[src/rtl/fib_pkg.sv]
// Shared types and constants for the Fibonacci run sequencer: state encoding,
// interrupt bit positions and the fallback step period.
package fib_pkg;

  typedef enum logic [2:0] {
    ST_IDLE  = 3'd0,
    ST_CLEAR = 3'd1,
    ST_RUN   = 3'd2,
    ST_DONE  = 3'd3,
    ST_HALT  = 3'd4
  } fib_state_e;

  localparam int IRQ_DONE       = 0;
  localparam int IRQ_STOP       = 1;
  localparam int IRQ_OVF        = 2;
  localparam int DEFAULT_PERIOD = 1;

  function automatic logic [2:0] irq_bit(input int idx);
    return 3'b001 << idx;
  endfunction

endpackage

[src/rtl/fib_step_div.sv]
// Step-rate divider: counts enabled cycles and flags a tick once the count
// reaches period-1. Counter freezes while en is low so a pending tick is kept.
module fib_step_div #(
  parameter int CLOCK_WIDTH = 6
) (
  input  logic                   wb_clk_i,
  input  logic                   reset,
  input  logic                   en,
  input  logic                   clr,
  input  logic [CLOCK_WIDTH-1:0] period,
  output logic                   tick
);

  localparam logic [CLOCK_WIDTH-1:0] ONE = CLOCK_WIDTH'(1);

  logic [CLOCK_WIDTH-1:0] div_cnt;

  // >= rather than == so a shrinking period fires on the next enabled cycle
  assign tick = en && (div_cnt >= (period - ONE));

  always_ff @(posedge wb_clk_i) begin
    if (reset || clr) begin
      div_cnt <= '0;
    end else if (en) begin
      div_cnt <= tick ? '0 : (div_cnt + ONE);
    end
  end

endmodule

[src/rtl/fib_run_ctrl.sv]
// Run sequencer for the Fibonacci generator: clear, rate-divided stepping,
// sticky per-cause interrupts. Optional final-value capture via FIB_SNAPSHOT_EN.
module fib_run_ctrl
  import fib_pkg::*;
#(
  parameter int CLOCK_WIDTH = 6,
  parameter int COUNT_WIDTH = 16,
  parameter int VALUE_WIDTH = 30
) (
  input  logic                   wb_clk_i,
  input  logic                   reset,
  input  logic                   enable_i,
  input  logic [CLOCK_WIDTH-1:0] clock_op_i,
  input  logic                   start_i,
  input  logic                   stop_i,
  input  logic [COUNT_WIDTH-1:0] target_i,
  input  logic [VALUE_WIDTH-1:0] value_i,
  input  logic [2:0]             irq_clr_i,
  output logic                   step_o,
  output logic                   fib_clr_o,
  output logic                   busy_o,
  output logic [COUNT_WIDTH-1:0] steps_o,
  output logic [VALUE_WIDTH-1:0] snapshot_o,
  output logic [2:0]             irq_o
);

  fib_state_e             state_q;
  logic [COUNT_WIDTH-1:0] target_q;
  logic [COUNT_WIDTH-1:0] steps_inc;
  logic [CLOCK_WIDTH-1:0] period;
  logic                   div_tick;
  logic                   div_en;
  logic                   overflow;
  logic                   capture;
  logic [2:0]             irq_kept;

  assign overflow  = value_i[VALUE_WIDTH-1];
  assign steps_inc = steps_o + COUNT_WIDTH'(1);
  assign period    = (clock_op_i == '0) ? CLOCK_WIDTH'(DEFAULT_PERIOD) : clock_op_i;
  assign busy_o    = (state_q == ST_CLEAR) || (state_q == ST_RUN);
  assign irq_kept  = irq_o & ~irq_clr_i;

  // Saturated counter stops the divider, so no step can be issued past all-ones
  assign div_en = (state_q == ST_RUN) && enable_i && (steps_o != '1);

  fib_step_div #(
    .CLOCK_WIDTH(CLOCK_WIDTH)
  ) u_div (
    .wb_clk_i(wb_clk_i),
    .reset   (reset),
    .en      (div_en),
    .clr     (state_q == ST_CLEAR),
    .period  (period),
    .tick    (div_tick)
  );

  // High exactly on the edge that enters DONE or HALT
  assign capture = !stop_i &&
                   (((state_q == ST_CLEAR) && (target_i == '0)) ||
                    ((state_q == ST_RUN) && (overflow || (div_tick && (steps_inc == target_q)))));

  always_ff @(posedge wb_clk_i) begin
    if (reset) begin
      state_q   <= ST_IDLE;
      step_o    <= 1'b0;
      fib_clr_o <= 1'b0;
      steps_o   <= '0;
      target_q  <= '0;
      irq_o     <= '0;
    end else begin
      step_o    <= 1'b0;
      fib_clr_o <= 1'b0;
      irq_o     <= irq_kept;
      case (state_q)
        ST_IDLE, ST_DONE, ST_HALT: begin
          if (start_i && !stop_i) begin
            state_q   <= ST_CLEAR;
            fib_clr_o <= 1'b1;
          end
        end
        ST_CLEAR: begin
          if (stop_i) begin
            state_q <= ST_IDLE;
            irq_o   <= irq_kept | irq_bit(IRQ_STOP);
          end else begin
            steps_o  <= '0;
            target_q <= target_i;
            if (target_i == '0) begin
              state_q <= ST_DONE;
              irq_o   <= irq_kept | irq_bit(IRQ_DONE);
            end else begin
              state_q <= ST_RUN;
            end
          end
        end
        ST_RUN: begin
          // Priority: stop, then overflow, then the regular step/done path
          if (stop_i) begin
            state_q <= ST_IDLE;
            irq_o   <= irq_kept | irq_bit(IRQ_STOP);
          end else if (overflow) begin
            state_q <= ST_HALT;
            irq_o   <= irq_kept | irq_bit(IRQ_OVF);
          end else if (div_tick) begin
            step_o  <= 1'b1;
            steps_o <= steps_inc;
            if (steps_inc == target_q) begin
              state_q <= ST_DONE;
              irq_o   <= irq_kept | irq_bit(IRQ_DONE);
            end
          end
        end
        default: state_q <= ST_IDLE;
      endcase
    end
  end

`ifdef FIB_SNAPSHOT_EN
  always_ff @(posedge wb_clk_i) begin
    if (reset) begin
      snapshot_o <= '0;
    end else if (capture) begin
      snapshot_o <= value_i;
    end
  end
`else
  logic unused_snapshot;
  assign unused_snapshot = capture ^ (^value_i[VALUE_WIDTH-2:0]);
  assign snapshot_o      = '0;
`endif

endmodule

[config.mk]
export PLATFORM = sky130hd
export DESIGN_NAME = fib_run_ctrl
export DESIGN_NICKNAME = d
export VERILOG_FILES = /design/src/rtl/fib_pkg.sv /design/src/rtl/fib_step_div.sv /design/src/rtl/fib_run_ctrl.sv
export SDC_FILE = /design/constraint.sdc
export NUM_CORES = 1
export LEC_CHECK = 0
export ABC_CLOCK_PERIOD_IN_PS = 9600
export BUFFER_PORTS_ARGS = -buffer_cell sky130_fd_sc_hd__buf_2
export CORE_AREA = 2 2 83 77
export CTS_CLUSTER_SIZE = 25
export DETAILED_ROUTE_END_ITERATION = 10
export DIE_AREA = 0 0 85 79
export HOLD_SLACK_MARGIN = 0.02
export PLACE_DENSITY_LB_ADDON = 0.3
export REMOVE_ABC_BUFFERS = 1
export SETUP_SLACK_MARGIN = 0.02
export SYNTH_ARGS = -nofsm -noshare
export SYNTH_HDL_FRONTEND = slang
export SYNTH_HIERARCHICAL = 1
export SYNTH_SLANG_ARGS = --single-unit
[constraint.sdc]
create_clock -name wb_clk_i -period 9.6 [get_ports wb_clk_i]
set_input_delay 1.92 -clock wb_clk_i [delete_from_list [all_inputs] [get_ports wb_clk_i]]
set_output_delay 1.92 -clock wb_clk_i [all_outputs]
set_load 0.01 [all_outputs]
==> metrics.md, run 1 <==
| Metric | Value |
|---|---|
| Status | finished clean |
| CP Capture Type | flop |
| CTS max path bufs | 2 |
| Num CTS Buffers | 5 |
| Initial antenna violation count | 0 |
| Hold-fix buffers, CTS | 0 |
| Net Sw Frac | 25.5% |
| Req. time, crit path | 9.77 ns |
| Pwr dens | 118 nW/um^2 |
| Max-cap viol count | 0 |
| Critical Path AT | 5.66 ns |
| Post-DP HPWL | 4.90 mm |
| Clock latency on the worst-skew pair | 0.30 ns |
| CTS tree | done |
| Layout cells sized above 1 | 19.2% |
| Vias in the first global route | 2249 |
| Post-DP Area | 3170 sq um |
| Yosys top cell by area | dfxtp_1 |
| H-tree depth | 2 |
| Routed wire length per instance | 13.3 um |
| Synthesized instance count | 381 |
| Total design power | 387 uW |
| Post-route cell area | 3280 sq um |
| Reg2Reg Setup Slack | 5.76 ns |
| Synth Flop Type | dfxtp_1 |
| Setup TNS | 0 ns |
| P_leak | 1.34 nW |
| Slew margin rel. | 32.9% |
| Area of the die | 6720 sq um |
| Fmax | 182 MHz |
| First-pass GRT wire length | 10.6 mm |
| List of most frequent post-synthesis cells | nand2_1 (51), dfxtp_1 (46), a21oi_1 (40), buf_4 (30), nor2_1 (26) |
| Final setup fails | 0 |
| GPL Wtd Cong | 0.836 |
| Post-synthesis cell area | 3080 sq um |
| Die Y-Extent | 79 um |
| R2R Path Start | steps_o[0] |
| Post-CTS sizing | 0 |
| Fin. max-slew vios | 0 |
| Overflow after GRT | 0 |
| Hold Crit Class | flop to flop |
| Clock power frac | 36.8% |
| Clk sink count | 46 |
| Post-synthesis register bit count | 46 |
| Drt total wl | 6.49 mm |
| Syn. warnings | 6 |
| IO Pins | 112 |
| Critical path launch point | clock_op_i[1] |
| Internal power | 288 uW |
| Fraction of registers with async set/reset | 0% |
| CP startpoint kind | primary input |
| Final ANT Viol Nets | 0 |
| Clk root buf | clkbuf_8 |
| Peak VDD IR | 77.8 uV |
| Post-synthesis sequential area ratio | 29.9% |
| Max FO, Critical Path | 23 |
| GRT Util Overall | 19.0% |
| Yosys top cell area share | 29.9% |
| Initial Utilization | 52.1% |
| ANT cells | 0 |
| DRC Markers | 0 |
| Hold path depth | 2 |
| Hold Path Sink | target_q[3] |
| Mapped Avg Cell Area | 8.09 sq um |
| Switching power | 98.5 uW |
| Hold Vio Cnt, Final | 0 |
| Largest net degree at the start of global routing | 42 |
| Top cells by area, synth | dfxtp_1 (30%), buf_4 (7.3%), a21oi_1 (6.5%) |
| DRT Pass-1 Iters | 4 |
| Min Tclk post-route | 5.49 ns |
| Vias | 2687 |
| Final period util | 57.2% |
| R2R Path End | steps_o[7] |
| P&R area growth vs syn | 6.50% |
| Number of enable flip-flop cells after synthesis | 0 |
| Register share of total power | 51.2% |
| Worst-Margin Slew | 1.00 ns |
| Cell count of the worst reg-to-reg path | 11 |
| Kind of critical path | primary input to flop |
| PortBufs | 52 |
| Drt first-iter violations | 182 |
| Core footprint | 5910 sq um |
| HP Start | target_q[3] |
| Clock-pin slew on the worst setup and hold paths | 0.08 ns |
| RSZ-0062 raised after global routing | no |
| Comb power frac | 12.0% |
| Yosys cell types | 59 |
| Core Rows | 27 |
| Setup Buffers After CTS | 0 |
| Fin Clk Skew | 0.00600 ns |
| Die extent in x | 85 um |
| Most frequent cell after synthesis | nand2_1 |
| Layout net count | 485 |
| Number of vias per cell | 5.49 |
-- cells in the final DEF (no fill, tap or decap), types with 3 or more instances in the layout --
cell type  instances
nand3_1            9
dfxtp_1           46
ha_1               9
o21ai_0           14
clkbuf_8           5
conb_1            30
nand4_1            7
inv_1              4
a21oi_1           40
nand3_4            3
nand2_1           51
and2_1             3
xor2_1            11
nor3_1            14
nor2b_1            5
nand2b_1           6
or3_1              7
xnor2_1           21
nor4_1             7
a31oi_1            4
buf_2             52
nor2_1            26
-- worst max-delay path by stage --
stage / end / cells after the start
final: steps_o[15] / 15
after global routing: steps_o[14] / 15
after CTS: steps_o[15] / 15
after detailed placement: steps_o[15] / 15
after global placement: steps_o[14] / 15
after floorplan: steps_o[3] / 12
-- cell type report --
class | instances | area (sq um)
inverters | 4 | 15.0
multi-input cells | 307 | 1890
clock inverters | 3 | 40.0
repair buffers | 52 | 260
clock buffers | 5 | 68.8
well taps | 72 | 90.1
fillers | 576 | 2630
flip-flops and latches | 46 | 921
-- critical path, stage by stage --
cell and delay [ns]:
buf_2 0.12, or4_1 0.51, o21bai_1 0.24, inv_1 0.10, ha_1 0.24, nand2_1 0.08
xor2_1 0.07, ha_1 0.31, nand3_4 0.10, o31ai_4 0.49, nand3_1 0.67, nand2_1 0.45
o21ai_0 0.14, a21oi_1 0.18, nor2_1 0.05
-- flip-flops by register name (all words and copies together) (netlist names) --
signal / count
state_q: 3
u_div/div_cnt: 6
fib_clr_o: 1
irq_o: 3
target_q: 16
steps_o: 16
step_o: 1
-- kinds of logic after synthesis --
kind of cell,count (synthesis),share of synthesized area (%)
adder cells (fa/ha/maj),9,3.65
flip-flops,46,29.9
multiplexers,1,0.325
XOR/XNOR,32,9.09
AND/OR/NAND/NOR,161,29.6
AO/OA/AOI/OAI,74,14.9
buffers and inverters,57,12.4
other,1,0.122
-- per-layer routing --
layer / up-vias / GRT usage (%) / wire length, um
met4: 0 / 5.71 / 72
met2: 94 / 30.1 / 2960
met1: 1237 / 26.6 / 3060
met3: 8 / 2.81 / 397
met5: - / 0 / 0
li1: 1348 / - / -
-- per-stage QoR --
step,worst slack (ns),hold WS [ns],instances,utilization [%]
3_3_place_gp,3.86,0.458,481,53.7
2_1_floorplan,4.58,0.442,357,-
4_1_cts,4.11,0.479,489,55.5
5_1_grt,3.63,0.506,489,55.5
3_5_place_dp,3.80,0.466,481,53.7
6_report,4.11,0.473,489,55.5
-- power groups by stage --
stage / Combinational (mW) / Clock, mW / Sequential, mW
6_report: 0.0464 / 0.142 / 0.198
4_1_cts: 0.0462 / 0.145 / 0.198
3_3_place_gp: 0.0449 / 0 / 0.202
2_1_floorplan: 0.0294 / 0 / 0.202
5_1_grt: 0.0522 / 0.153 / 0.199
3_5_place_dp: 0.0460 / 0 / 0.202
(Power assumes the default switching activity.)
==> inputs of run 2 (changes only) <==
Settings changed: ABC_CLOCK_PERIOD_IN_PS 9600 to 5400, CORE_AREA 2 2 83 77 to 2 2 86 80, DIE_AREA 0 0 85 79 to 0 0 88 82.
Clock period 9.6 ns to 5.4 ns, I/O delays scaled along.
==> run 2 against run 1 <==
Design area grew 0.38%. Critical path depth grew 1. Clock-buffer cell count is the same.
==> metrics.md, run 2 (synthesis results as in run 1) <==
| Metric | Value |
|---|---|
| Core Rows | 28 |
| Clock-pin slew on the worst setup and hold paths | 0.08 ns |
| Worst-Margin Slew | 1.05 ns |
| CP peak stage delay | 0.59 ns |
| First-pass GRT wire length | 11.1 mm |
| CTS max path bufs | 2 |
| Setup Buffers After CTS | 0 |
| Req. time, crit path | 5.62 ns |
| Post-DP HPWL | 5.23 mm |
| Place WS | 0.682 ns |
| Final setup fails | 0 |
| Clock latency on the worst-skew pair | 0.31 ns |
| Critical-path top delay cell | nor2_1 |
| Fin Clk Skew | 0.00708 ns |
| Largest regs | steps_o: 16 flops, target_q: 16 flops, u_div/div_cnt: 6 flops |
| Most common cell after layout, fill and taps aside | buf_2 |
| Initial antenna violation count | 0 |
| P_leak | 1.32 nW |
| Pwr dens | 195 nW/um^2 |
| Num CTS Buffers | 5 |
| Hold Crit Class | flop to flop |
| Die Y-Extent | 82 um |
| Fmax | 227 MHz |
| Vias in the first global route | 2314 |
| ANT cells | 0 |
| Post-CTS sizing | 0 |
| Overflow after GRT | 0 |
| Delay-heaviest family, CP | simple AND/OR/NAND/NOR gates |
| PortBufs | 52 |
| H-tree depth | 2 |
| GRT Util Overall | 19.3% |
| Layout net count | 487 |
| Area of the die | 7220 sq um |
| Max-cap viol count | 0 |
| RSZ-0062 raised after global routing | no |
| Peak VDD IR | 93.2 uV |
| Post-DP Area | 3210 sq um |
| Max FO, Critical Path | 11 |
| Layout Cells excl Fill | 508 |
| Hold Vio Cnt, Final | 0 |
| CTS tree | done |
| Buf/Inv on CP | 3 |
| DRT Pass-1 Iters | 4 |
| P&R area growth vs syn | 6.90% |
| Final worst setup slack | 0.985 ns |
| Layout cells sized above 1 | 19.4% |
| Cells along the critical path | buf_2, or4_1, o21bai_1, inv_1, ha_1, nand2_1, xor2_1, ha_1, nand3_4, a2bb2oi_2, o31ai_4, buf_4, and3_1, nor2_1, a21oi_1, a211oi_1 |
| CP startpoint kind | primary input |
| Die extent in x | 88 um |
| Drt first-iter violations | 167 |
| IO Pins | 112 |
| Min Tclk post-route | 4.41 ns |
| Fin. max-slew vios | 0 |
| Core footprint | 6340 sq um |
| Final period util | 81.8% |
| DRC Markers | 0 |
| Final ANT Viol Nets | 0 |
| Routed wire length per instance | 13.5 um |
| Post-route cell area | 3290 sq um |
| Clk sink count | 46 |
| Worst hold slack | 0.475 ns |
| Setup TNS | 0 ns |
| Drt total wl | 6.84 mm |
| Worst path most repeated cell | ha_1 |
| Kind of critical path | primary input to flop |
| GPL Wtd Cong | 0.876 |
| Cell Count Post-Placement | 501 |
| Slew margin rel. | 29.4% |
| Fillers | 651 |
| Vias | 2642 |
| Hold-fix buffers, CTS | 0 |
| Clk root buf | clkbuf_8 |
| CP Capture Type | flop |
| Number of vias per cell | 5.20 |
| Most frequent cells in the layout | buf_2 (52), nand2_1 (51), dfxtp_1 (46) |
| Largest net degree at the start of global routing | 42 |
| Initial Utilization | 48.6% |
| Critical Path AT | 4.63 ns |
| Status | finished clean |
[run 2: final cells by class]
| cell class | instances | area (sq um) | share of cell area (%) |
|---|---|---|---|
| Timing Repair Buffer | 54 | 275 | 8.36 |
| Sequential cell | 46 | 921 | 28.0 |
| Multi-Input combinational cell | 307 | 1890 | 57.3 |
| Clock buffer | 5 | 68.8 | 2.09 |
| Clock inverter | 2 | 15.0 | 0.456 |
| Tap cell | 90 | 113 | 3.42 |
| Inverter | 4 | 15.0 | 0.456 |
[run 2: layer usage]
layer | GRT usage [%] | vias up | part of all wire, %
met5 | 0 | - | 0
met3 | 1.81 | 6 | 4.8
li1 | - | 1343 | -
met4 | 6.00 | 0 | 1.3
met1 | 28.1 | 1206 | 51
met2 | 30.2 | 87 | 43
[run 2: stage by stage]
step	power [mW]	utilization (%)
after global placement	0.440	50.6
after detailed placement	0.443	50.6
after global routing	0.672	52.0
final	0.644	52.0
after floorplan	0.411	-
after CTS	0.648	52.0
[run 2: path summary, 6_finish.rpt]
| check | from | to | slack (ns) | cells after the start |
|---|---|---|---|---|
| max | clock_op_i[1] | steps_o[11] | 0.99 | 16 |
| min | target_q[0] | target_q[0] | 0.47 | 2 |
| max reg2reg | steps_o[0] | steps_o[11] | 1.46 | 12 |
| min reg2reg | target_q[0] | target_q[0] | 0.47 | 2 |
[run 2: worst reg2reg max path, stage by stage, from the launching register on]
cell,delay (ns)
dfxtp_1,0.51
ha_1,0.37
nand3_4,0.17
or3_1,0.45
o311a_1,0.51
nand3_4,0.14
a2bb2oi_2,0.19
o31ai_4,0.11
buf_4,0.18
and3_1,0.30
nor2_1,0.59
a21oi_1,0.09
a211oi_1,0.25
[run 2: where the power goes]
part / total (mW) / internal (mW) / switching, mW
Clock: 0.208 / 0.0885 / 0.120
Combinational: 0.0831 / 0.0305 / 0.0526
Sequential: 0.352 / 0.346 / 0.00657
==> inputs of run 3 (changes only) <==
Settings changed: ABC_CLOCK_PERIOD_IN_PS 5400 to 4550.
Clock period 5.4 ns to 4.55 ns, I/O delays scaled along.
==> run 3 against run 2 <==
Non-clock buffer count is 2 higher. Highest routed layer unchanged. Register-to-register slack worse by 0.34 ns. Critical path depth is 1 lower. Sequential power is 19% higher. Combinational power is 19% higher. Clock skew is 0.0010 ns higher. Largest power group unchanged. Worst setup slack worse by 0.22 ns. Die area stayed put.
==> metrics.md, run 3 (synthesis results as in run 1) <==
| Metric | Value |
|---|---|
| Place WS | 0.497 ns |
| Layout cells sized above 1 | 20.0% |
| H-tree depth | 2 |
| Fin. max-slew vios | 0 |
| Post-Route Utilization | 53.1% |
| Post-CTS sizing | 0 |
| Cells along the critical path | buf_2, or4_1, o21bai_1, inv_1, ha_1, nand2_1, xor2_1, ha_1, nand3_4, o31ai_4, nand3_1, buf_4, nor4_1, nand4_1, a31oi_1 |
| P_leak | 1.37 nW |
| Setup TNS | 0 ns |
| Drt first-iter violations | 174 |
| Die extent in x | 88 um |
| Slew margin rel. | 35.4% |
| IO Pins | 112 |
| Vias | 2661 |
| Net Sw Frac | 23.3% |
| Cell Count Post-Placement | 503 |
| Critical Path AT | 4.02 ns |
| Fmax | 264 MHz |
| Largest net degree at the start of global routing | 42 |
| Critical-path top delay cell | or4_1 |
| PortBufs | 52 |
| Core Rows | 28 |
| Routed wire length per instance | 13.1 um |
| Status | finished clean |
| CP Capture Type | flop |
| Switching power | 207 uW |
| Most frequent cells in the layout | buf_2 (52), nand2_1 (51), dfxtp_1 (46) |
| Fin Clk Skew | 0.00808 ns |
| Largest regs | steps_o: 16 flops, target_q: 16 flops, u_div/div_cnt: 6 flops |
| Register share of total power | 47.0% |
| GPL Wtd Cong | 0.848 |
| Worst-Margin Slew | 0.964 ns |
| ANT cells | 0 |
| Min Tclk post-route | 3.79 ns |
| Max-cap viol count | 0 |
| GRT Util Overall | 19.1% |
| Post-DP HPWL | 5.00 mm |
| DRT Pass-1 Iters | 4 |
| Worst path most repeated cell | ha_1 |
| Hold Crit Class | flop to flop |
| RSZ-0062 raised after global routing | no |
| Setup Buffers After CTS | 0 |
| Pwr dens | 264 nW/um^2 |
| Drt total wl | 6.71 mm |
| DRC Markers | 0 |
| Hold Vio Cnt, Final | 0 |
| Core footprint | 6340 sq um |
| Layout Cells excl Fill | 511 |
| Vias in the first global route | 2286 |
| Initial antenna violation count | 0 |
| Worst hold slack | 0.471 ns |
| CTS tree | done |
| Max FO, Critical Path | 23 |
| Kind of critical path | primary input to flop |
| Most common cell after layout, fill and taps aside | buf_2 |
| First-pass GRT wire length | 11.0 mm |
| Number of vias per cell | 5.21 |
| Req. time, crit path | 4.78 ns |
| Hold-fix buffers, CTS | 0 |
| Final ANT Viol Nets | 0 |
| Peak VDD IR | 134 uV |
| CP peak stage delay | 0.51 ns |
| Clk sink count | 46 |
| P&R area growth vs syn | 9.30% |
| Clock latency on the worst-skew pair | 0.30 ns |
| Area of the die | 7220 sq um |
| Layout net count | 489 |
| Internal power | 681 uW |
| CP startpoint kind | primary input |
| Initial Utilization | 48.6% |
| Comb power frac | 11.1% |
| Final worst setup slack | 0.761 ns |
| Die Y-Extent | 82 um |
| Clk root buf | clkbuf_8 |
| CTS max path bufs | 2 |
| Clock-pin slew on the worst setup and hold paths | 0.09 ns |
| Clock power frac | 41.9% |
| Num CTS Buffers | 5 |
| Final period util | 83.3% |
| Overflow after GRT | 0 |
| Final setup fails | 0 |
-- run 3: cell count changes in the layout (fill, tap and decap cells not counted), sizes merged --
cell,change
buf,+2
bufinv,+2
clkbuf,+1
clkinvlp,-2
-- run 3: per-layer routing --
| metal | vias up | part of all wire (%) | GRT usage, % |
|---|---|---|---|
| met5 | - | 0 | 0 |
| met4 | 0 | 1.2 | 5.38 |
| met3 | 7 | 5.5 | 1.71 |
| met2 | 93 | 43 | 29.6 |
| met1 | 1209 | 50 | 28.2 |
| li1 | 1352 | - | - |
-- run 3: final timing paths --
| kind | endpoint | cells after the start | slack [ns] | startpoint |
|---|---|---|---|---|
| setup / recovery | irq_o[0] | 15 | 0.76 | clock_op_i[1] |
| hold / removal | target_q[12] | 2 | 0.47 | target_q[12] |
| setup reg to reg | steps_o[13] | 11 | 1.12 | steps_o[0] |
| hold reg to reg | target_q[12] | 2 | 0.47 | target_q[12] |
-- run 3: critical path, delay by kind of cell --
| family | cells | cell delay [ns] |
|---|---|---|
| fa+ha+maj | 2 | 0.55 |
| xor+xnor | 1 | 0.08 |
| simple gates | 6 | 1.24 |
| buf+inv | 3 | 0.44 |
| compound gates | 3 | 0.79 |
-- run 3: power by group through the flow --
stage                     clock network (mW)  logic [mW]  registers (mW)
after floorplan                            0      0.0620           0.426
final                                  0.372      0.0989           0.418
after detailed placement                   0      0.0981           0.427
after global routing                   0.397       0.113           0.419
after CTS                              0.378      0.0987           0.418
after global placement                     0      0.0960           0.427
-- run 3: final cells by class --
cell class / count / area, sq um
repair buffers: 56 / 290
multi-input cells: 307 / 1890
flip-flops and latches: 46 / 921
fillers: 652 / 2970
clock buffers: 6 / 82.6
well taps: 90 / 113
clock inverters: 2 / 60.1
inverters: 4 / 15.0
-- run 3: metrics by stage --
| stage | instance area, sq um | power [mW] |
|---|---|---|
| detailed placement | 3230 | 0.525 |
| global placement | 3230 | 0.523 |
| floorplan | 2820 | 0.488 |
| finish | 3370 | 0.889 |
| global route | 3370 | 0.929 |
| CTS | 3370 | 0.894 |
